`config.mk`:
```
export PLATFORM = sky130hd
export DESIGN_NAME = proc_control
export DESIGN_NICKNAME = d
export VERILOG_FILES = /design/src/rtl/proc_control.sv
export SDC_FILE = /design/constraint.sdc
export NUM_CORES = 1
export LEC_CHECK = 0
export BUFFER_PORTS_ARGS = -buffer_cell sky130_fd_sc_hd__buf_2
export CAP_MARGIN = 5
export CELL_PAD_IN_SITES_DETAIL_PLACEMENT = 0
export CELL_PAD_IN_SITES_GLOBAL_PLACEMENT = 1
export CORE_MARGIN = 2
export CORE_UTILIZATION = 28
export DETAILED_ROUTE_END_ITERATION = 10
export PLACE_DENSITY_LB_ADDON = 0.1
export RECOVER_POWER = 100
export SYNTH_ARGS = -nofsm -noshare
export SYNTH_HDL_FRONTEND = slang
export SYNTH_SLANG_ARGS = --single-unit
```
`constraint.sdc`:
```
create_clock -name clk -period 1.42 [get_ports clk]
set_input_delay 0.284 -clock clk [delete_from_list [all_inputs] [get_ports clk]]
set_output_delay 0.284 -clock clk [all_outputs]
set_load 0.02 [all_outputs]
```
`src/rtl/proc_control.sv`:
```
// ---------------------------------------------------------------------------
// proc_control
//
// Multicycle instruction sequencer for the 16-bit bus processor. A 9-bit
// instruction is captured from din[8:0] in timestep T0 and executed over
// T1..T3, driving one-hot bus-source and register-load controls for the
// register file, bus mux and ALU.
//
// Instruction format: IR[8:6] opcode, IR[5:3] X, IR[2:0] Y
//   000 mv  Rx,Ry    001 mvi Rx,#D    010 add Rx,Ry    011 sub Rx,Ry
//   100..111 illegal (completes in T1 with done only)
//
// Ports
//   clk      in   system clock, rising edge
//   resetn   in   asynchronous active-low reset
//   run      in   start request, sampled only in T0
//   din      in   external data/instruction bus
//   ir_in    out  instruction-register load strobe
//   r_in     out  one-hot register load enables
//   r_out    out  one-hot register bus-drive selects
//   din_out  out  drive din onto the bus
//   g_out    out  drive G onto the bus
//   ain      out  load A
//   gin      out  load G
//   sub      out  AddSub subtract select
//   done     out  final cycle of the instruction
//   busy     out  high in T1..T3
// ---------------------------------------------------------------------------
module proc_control #(
    parameter int NREG  = 8,   // fixed by the 3-bit X/Y fields
    parameter int DIN_W = 16
) (
    input  logic             clk,
    input  logic             resetn,
    input  logic             run,
    input  logic [DIN_W-1:0] din,
    output logic             ir_in,
    output logic [NREG-1:0]  r_in,
    output logic [NREG-1:0]  r_out,
    output logic             din_out,
    output logic             g_out,
    output logic             ain,
    output logic             gin,
    output logic             sub,
    output logic             done,
    output logic             busy
);

    typedef enum logic [1:0] {
        T0 = 2'd0,
        T1 = 2'd1,
        T2 = 2'd2,
        T3 = 2'd3
    } tstep_e;

    localparam logic [2:0] OP_MV  = 3'b000;
    localparam logic [2:0] OP_MVI = 3'b001;
    localparam logic [2:0] OP_ADD = 3'b010;
    localparam logic [2:0] OP_SUB = 3'b011;

    localparam logic [NREG-1:0] REG0_SEL = NREG'(1);

    tstep_e     state_q, state_d;
    logic [8:0] ir_q, ir_d;

    logic [2:0] opcode;
    logic [2:0] rx;
    logic [2:0] ry;

    assign opcode = ir_q[8:6];
    assign rx     = ir_q[5:3];
    assign ry     = ir_q[2:0];

    // Only din[8:0] carries the instruction; the upper bits are data only.
    logic unused_din_hi;
    assign unused_din_hi = ^din[DIN_W-1:9];

    function automatic logic [NREG-1:0] reg_sel(input logic [2:0] idx);
        return REG0_SEL << idx;
    endfunction

    // NOTE: state registers use non-blocking assignments so every flop
    // samples the pre-edge values of its peers; blocking here would create
    // order-dependent simulation that no longer matches the synthesized flops.
    always_ff @(posedge clk or negedge resetn) begin
        if (!resetn) begin
            state_q <= T0;
            ir_q    <= '0;
        end else begin
            state_q <= state_d;
            ir_q    <= ir_d;
        end
    end

    // NOTE: every signal written here gets a default before any branch;
    // a path that leaves one unassigned would infer a latch.
    always_comb begin
        state_d = state_q;
        ir_d    = ir_q;
        ir_in   = 1'b0;
        r_in    = '0;
        r_out   = '0;
        din_out = 1'b0;
        g_out   = 1'b0;
        ain     = 1'b0;
        gin     = 1'b0;
        sub     = 1'b0;
        done    = 1'b0;
        busy    = 1'b0;

        // Gating on resetn keeps ir_in (which follows run in T0) low while
        // reset is held, so every output is forced to 0 asynchronously.
        if (resetn) begin
            busy = (state_q != T0);
            unique case (state_q)
                T0: begin
                    ir_in = run;
                    if (run) begin
                        ir_d    = din[8:0];
                        state_d = T1;
                    end
                end
                T1: begin
                    unique case (opcode)
                        OP_MV: begin
                            r_out   = reg_sel(ry);
                            r_in    = reg_sel(rx);
                            done    = 1'b1;
                            state_d = T0;
                        end
                        OP_MVI: begin
                            din_out = 1'b1;
                            r_in    = reg_sel(rx);
                            done    = 1'b1;
                            state_d = T0;
                        end
                        OP_ADD, OP_SUB: begin
                            r_out   = reg_sel(rx);
                            ain     = 1'b1;
                            state_d = T2;
                        end
                        default: begin
                            // Illegal opcode: retire without touching the datapath.
                            done    = 1'b1;
                            state_d = T0;
                        end
                    endcase
                end
                T2: begin
                    // Only add/sub reach T2.
                    r_out   = reg_sel(ry);
                    gin     = 1'b1;
                    sub     = (opcode == OP_SUB);
                    state_d = T3;
                end
                T3: begin
                    g_out   = 1'b1;
                    r_in    = reg_sel(rx);
                    done    = 1'b1;
                    state_d = T0;
                end
                default: state_d = T0;
            endcase
        end
    end

endmodule
```
Word level (Yosys, flattened, before mapping)
Index checks and enable logic that the tools add are counted.

storage, ports and cells
  bits of input ports = 19
  register bits = 11
  word-level logic and storage cells = 45

operators by class
  eq/ne operators = 7
  mux-type cells = 27
  shift-type cells = 2
  reduce and logical (&&, ||, !) cells = 7

operator list
  cell                   number
  $pmux W8 S2            3
  $mux W8                3
  $mux W1                17
  $shl A1 B3 Y8 const A  2
  $pmux W2 S4            1
  $eq A3 B2 Y1 const B   2
  $eq A2 B2 Y1 const B   2
  $mux W2                2
  $reduce_or A2 Y1       2
  $eq A3 B1 Y1 const B   1
  $logic_not A3 Y1       1
  $reduce_and A3 Y1      1
  $eq A2 B1 Y1 const B   1
  $logic_not A2 Y1       1
  $ne A2 B2 Y1 const B   1
  $pmux W1 S2            1
  $reduce_and A2 Y1      1
  $reduce_bool A2 Y1     1

Longest topological paths before layout
Gate-level depths: netlist of the first run.

  depth after elaboration = 5
  gate-level depth with buffers = 5

Worst setup path after synthesis of the first run
Ideal clock, no wire load.

  path type = flip-flop to output port
  start point = register (tool-made name)
  end point = output port r_in[0]
  arrival time = 1.546 ns
  data required time = 1.136 ns
  stages on the path, launching flop included = 6
  setup slack = -0.410 ns
  cells stage by stage = dfrtp_1 -> inv_1 -> ha_1 -> nor3b_1 -> o21ai_0 -> nor3_1

RTL lines
  what       RTL line  text
  to (decl)  38        output logic [NREG-1:0] r_in,

==> results of run 1 <==
## cell usage after synthesis, drive strengths merged, types with 3 or more instances
cell,count
nand4b,3
dfrtp,11
nor2,6
inv,4
o32ai,4
ha,4
buf,3
nor3,4
o22ai,4
and2,3
nand2b,3
nor2b,3
mux2,9
## flip-flops by register name, indices dropped and copies added (netlist names), named ones only
register / count
ir_q: 9
state_q: 1
## metrics by stage
stage | instance area [µm²] | std cells | total power, mW | setup WS [ns]
after floorplan | 941 | 80 | 1.65 | -0.231
after global placement | 1240 | 157 | 2.07 | -0.344
after detailed placement | 1240 | 157 | 2.11 | -0.374
after CTS | 1360 | 164 | 2.43 | -0.657
after global routing | 1480 | 170 | 2.82 | -0.755
final | 1480 | 170 | 2.62 | -0.625
## where the power goes
part           leakage [nW]  internal (mW)  switching [mW]  total (mW)
combinational         0.502          0.879           0.835        1.71
sequential            0.131          0.472           0.233       0.705
clock                0.0150          0.108          0.0949       0.203
total                 0.648           1.46            1.16        2.62
## worst max path at each step
stage | end | slack, ns | cells past startpoint
floorplan | r_out[0] | -0.23 | 5
global placement | r_out[2] | -0.34 | 6
detailed placement | r_out[2] | -0.37 | 6
CTS | r_out[2] | -0.66 | 6
global route | r_out[0] | -0.75 | 6
finish | r_out[0] | -0.62 | 6
## cell families (layout without fill, tap and decap cells)
group           Yosys count  after routing  synth area share (%)
compound gates           16             16                  14.1
mux                       9              9                  12.9
buf+inv                   7             66                  3.81
simple gates             33             33                  27.8
flops                    11             11                  35.0
fa+ha+maj                 4              4                  6.36
## layout by cell type (no fill, tap or decap), types with 2 or more instances in the layout
| cell | netlist | routed |
|---|---|---|
| inv_2 | 0 | 3 |
| nor3_4 | 0 | 3 |
| o21ai_2 | 0 | 2 |
| nand4b_1 | 3 | 3 |
| nor2b_1 | 3 | 3 |
| buf_4 | 0 | 19 |
| and2_4 | 0 | 3 |
| nand2b_1 | 3 | 3 |
| dfrtp_1 | 11 | 10 |
| nand4_1 | 2 | 2 |
| buf_2 | 3 | 19 |
| nor2_2 | 1 | 4 |
| o32ai_2 | 0 | 3 |
| o22ai_2 | 0 | 4 |
| buf_6 | 0 | 17 |
| a21oi_1 | 2 | 2 |
| clkbuf_1 | 0 | 4 |
| mux2_2 | 9 | 9 |
| ha_4 | 0 | 4 |
| clkbuf_4 | 0 | 3 |
## final cells by class
cell class / instances / area (µm²)
repair buffers: 58 / 440
inverters: 4 / 15.0
fillers: 248 / 1230
clock buffers: 4 / 26.3
well taps: 31 / 38.8
flip-flops and latches: 11 / 277
multi-input cells: 62 / 681
## repair_timing
action / 4_1_cts / 5_1_grt
setup endpoints to repair: 32 / 33
resized for setup: 21 / 24
gates cloned: 0 / 0
setup buffers: 3 / 7
hold endpoints to repair: 0 / 0
pin swaps: 7 / 7
## layer usage
metal,GRT usage [%],wire length [µm],share of wire (%)
met4,5.98,21,0.93
met1,19.0,1020,45
met5,0,0,0
met2,23.5,1110,49
met3,0.907,105,4.6
## critical path, cell delays in order, from the launching register on
cell     delay [ns]
dfrtp_1        0.40
inv_2          0.09
ha_4           0.14
nor4b_4        0.30
nor2_4         0.09
o32ai_2        0.28
buf_4          0.19
==> metrics.txt, run 1 <==
clk_skew=between 0.004 and 0.005 ns; Worst-Skew Late Latency=about 0.26 ns; Setup crit start kind=flop; EDFF count, synth=0; CTS max path bufs=2; fin. max-slew vios=0; critical path start-end classification=flop to output port; Max-Cap Viols=0; die height=~57 µm; Rows=19; mapped cell area=a little under 800 µm²; cell types occupying the most area after synthesis=dfrtp_1 (35%), mux2_2 (13%), ha_1 (6.4%); drt first pass iters=4; final hold vios=0; failing checks=setup timing; WHS=0.252 ns; HP Class=input port to flop; setup TNS=-11.58 ns; setup ws final=-0.625 ns; FF-to-FF End=ir_q[4]$_DFFE_PN0P_; layout cells sized above 1=between 70% and 80%; Synth Area per Inst=between 9 and 10 µm²; VDD IR-drop max=a little over 0.001 V; Clock Sinks=11; Initial Utilization=29.0%; crit end category=output port; slew margin rel.=between 60% and 70%; CTS tree=done; RSZ-0062 raised after global routing=yes; Min-Delay Endpoint=ir_q[7]$_DFFE_PN0P_; first-pass GRT wire length=approximately 3700 µm; Die Area=0.00325 mm²; Detail Route Antenna Nets=0; Nets=163; Area Overhead vs Synth=87.8%; Hold Crit Start=din[7]; grt ovf=0; fmax=between 400 and 500 MHz; Die Wd=57.0 µm; core area=0.00271 mm²; Final period util=144%; largest net degree at the start of global routing=10; Synth area leader=dfrtp_1; vias in the first global route=about 800; PD cells=~1800 mW/mm²; final core occ=54.5%; CTS Buf Count=3; Setup violations, final=33; Hold Buf Count CTS=0; Tot GR Track Use=roughly 14%; FF-to-FF setup slack=0 ns; Detail Placement HPWL=1830 µm; Slew @ Worst Pin=0.472 ns; drt total wl=about 2300 µm; Crit Path Max Fanout=4; Worst Path Arrival=~1.8 ns; drt drc=0; I/O pin count=43; gpl congestion=approximately 0.8; initial antenna violation count=0; Reg clk slew, reported paths=around 0.07 ns; Synth top area share=35.0%; routed len/inst=about 13 µm; critical path required time=about 1.1 ns; register bit count reported by yosys=11; dominant synthesized flop cell=dfrtp_1; routed vias/inst=roughly 5; leakage=around 0.65 nW; Clock Root Buffer=clkbuf_4; status=complete, but fails checks; Seq/Total Area, Yosys=between 30% and 40%; PortBufs=35; Synth cell types=29; ant diodes=0; worst reg-to-reg path cell count=6; Mapped Cells=80; syn nets=103; Ys Warns=0; Final min period=2.04 ns; post-synthesis async set-or-reset flop share=100%; # H-tree levels=1; Hold Crit Depth=2; Vias=between 800 and 900; Starting DRT DRC Count=14
No activity file was read; power rests on OpenSTA's default activity.
==> inputs of run 2 (changes only) <==
--- a/config.mk
+++ b/config.mk
@@ -9,8 +9,8 @@
 export CAP_MARGIN = 5
 export CELL_PAD_IN_SITES_DETAIL_PLACEMENT = 0
 export CELL_PAD_IN_SITES_GLOBAL_PLACEMENT = 1
-export CORE_MARGIN = 2
-export CORE_UTILIZATION = 28
+export CORE_UTILIZATION = 29
+export CTS_BUF_LIST = sky130_fd_sc_hd__clkbuf_8
 export DETAILED_ROUTE_END_ITERATION = 10
 export PLACE_DENSITY_LB_ADDON = 0.1
 export RECOVER_POWER = 100
==> run 2 against run 1 <==
  * The flow still finishes with violations (setup timing)
  * Register-to-register slack got worse by 0.09 ns
  * Clock skew down 0.0034 ns
  * Final cell count is 0.59% higher
  * Sequential share of layout area shrank 0.43 points
  * Utilization grew 5.4 points
  * Non-clock buffer count up 2
  * Sequential cell count is the same
  * Fmax increased by 4.1%
  * Clock power increased by 47%
  * First-iteration DRC count down 71%
  * Wire length increased by 3.8%
  * Critical endpoint is now r_out[4]
==> metrics.txt, run 2 (synthesis results as in run 1) <==
Detail Placement HPWL=1850 µm (+0.92%); RSZ-0062 raised after global routing=yes; CTS max path bufs=2 (unchanged); fin cells=171 (+0.59%); Area Overhead vs Synth=92.2%; Die Wd=54.1 µm (-5.1%); Most flops, register=ir_q; largest net degree at the start of global routing=11 (+1); critical path required time=1.14 ns (about the same); Slew @ Worst Pin=0.498 ns (+0.0253 ns); Max-Cap Viols=0 (unchanged); I/O pin count=43 (unchanged); setup ws final=-0.545 ns (+0.0797 ns); clk_skew=0.000828 ns (-0.00335 ns); leakage=0.676 nW (+4.3%); HP Class=input port to async pin; CTS tree=done; die height=54.1 µm (-5.1%); worst path buffer plus inverter count=3 (+1); grt ovf=0 (unchanged); power consumption=2.76 mW (+5.2%); CTS Buf Count=3 (unchanged); drt first pass iters=4 (unchanged); ant diodes=0 (unchanged); drt drc=0 (unchanged); Largest regs=ir_q x9, state_q x1; FF-to-FF setup slack=-0.09 ns (-0.09 ns); Die Area=0.00293 mm² (-10%); Detail Route Antenna Nets=0 (unchanged); final instance area=0.00151 mm² (+2.4%); final core occ=60.0% (+5.4 points); slew margin rel.=66.8% (-1.7 points); Initial Utilization=31.2% (+2.2 points); PortBufs=35 (unchanged); crit end category=output port; CP max stage delay=0.35 ns (-0.05 ns); failing checks=setup timing; Tot GR Track Use=17.9% (+3.8 points); Clock Root Buffer=clkbuf_8; Reg clk slew, reported paths=0.05 ns (-0.02 ns); critical path start-end classification=flop to output port; routed len/inst=13.7 µm (+3.2%); status=complete, but fails checks; final hold vios=0 (unchanged); VDD IR-drop max=0.00127 V (+24%); Setup violations, final=32 (-3.0%); # H-tree levels=1 (unchanged); DP Worst Slack=-0.341 ns (+0.0325 ns); Crit Path Max Fanout=6 (+2); Setup crit start kind=flop; Rows=18 (-1); most frequent cells in the layout=buf_2 (22), buf_4 (22), buf_6 (14), dfrtp_1 (10), mux2_2 (9); vias in the first global route=776 (-2.1%); Clock Sinks=11 (unchanged); fmax=509 MHz (+4.1%); DP Area=0.00124 mm² (-0.70%); fin. max-slew vios=0 (unchanged); core area=0.00252 mm² (-6.9%); CP delay by family, top=flip-flops; Final period util=138% (-5.6 points); worst reg-to-reg path cell count=7 (+1); initial antenna violation count=0 (unchanged); Worst-Skew Late Latency=0.23 ns (-0.03 ns); setup TNS=-10.39 ns (+1.18 ns); Starting DRT DRC Count=4 (-10); PD cells=1820 mW/mm² (+2.8%); Worst Path Arrival=1.68 ns (-0.08 ns); placed cells=155 (-1.3%); Largest register FFs=9 (unchanged); Vias=839 (-0.94%); drt total wl=2350 µm (+3.8%); layout cells sized above 1=75.9% (+1.8 points); gpl congestion=0.757 (-7.8%); FF-to-FF End=ir_q[6]$_DFFE_PN0P_; Final min period=1.96 ns (-0.0797 ns); Nets=165 (+1.2%); critical path, cell by cell=inv_2, buf_4, ha_4, nand4b_1, o32ai_4, buf_6; WHS=0.206 ns (-0.0459 ns); first-pass GRT wire length=3660 µm (+0.16%); routed vias/inst=4.91 (-1.5%); Slowest cell on crit path=dfrtp_1
==> run 2: worst reg2reg max path: cells and delay by family (launching register included) <==
family,cells,cell delay (ns)
multiplexers,1,0.27
adder cells (fa/ha/maj),1,0.16
buffers and inverters,4,0.48
AND/OR/NAND/NOR,1,0.10
flip-flops,1,0.38
==> run 2: layout make-up <==
type                       count  area [µm²]
fill                         218        1010
multi-input combinational     62         698
timing repair buffer          60         440
sequential                    11         277
clock buffer                   3        41.3
tap                           30        37.5
inverter                       4        15.0
clock inverter                 1        3.75
==> run 2: power breakdown <==
part	internal, mW	total, mW	leakage (nW)	switching, mW
clock	0.189	0.298	0.0269	0.109
sequential	0.473	0.714	0.131	0.241
combinational	0.885	1.75	0.518	0.861
total	1.55	2.76	0.676	1.21
==> run 2: worst max-delay path by stage <==
stage / end / slack, ns / cells past startpoint
4_1_cts: r_out[3] / -0.57 / 6
6_report: r_out[4] / -0.54 / 6
3_3_place_gp: r_out[4] / -0.30 / 5
3_5_place_dp: r_out[0] / -0.34 / 6
5_1_grt: r_out[3] / -0.64 / 7
2_1_floorplan: r_out[0] / -0.23 / 5
==> run 2: repair_timing <==
| action | in CTS | in global routing |
|---|---|---|
| setup endpoints to repair | 31 | 34 |
| setup buffers | 8 | 6 |
| gates resized for setup | 30 | 13 |
| hold buffers | 0 | 0 |
| pin swaps | 6 | 7 |
==> run 2: metal layers <==
layer,track usage (%),wire length (µm),vias to the layer above
met5,0,0,-
met4,7.26,8,0
met3,1.69,98,2
met2,30.0,1150,28
met1,23.3,1090,386
li1,-,-,423
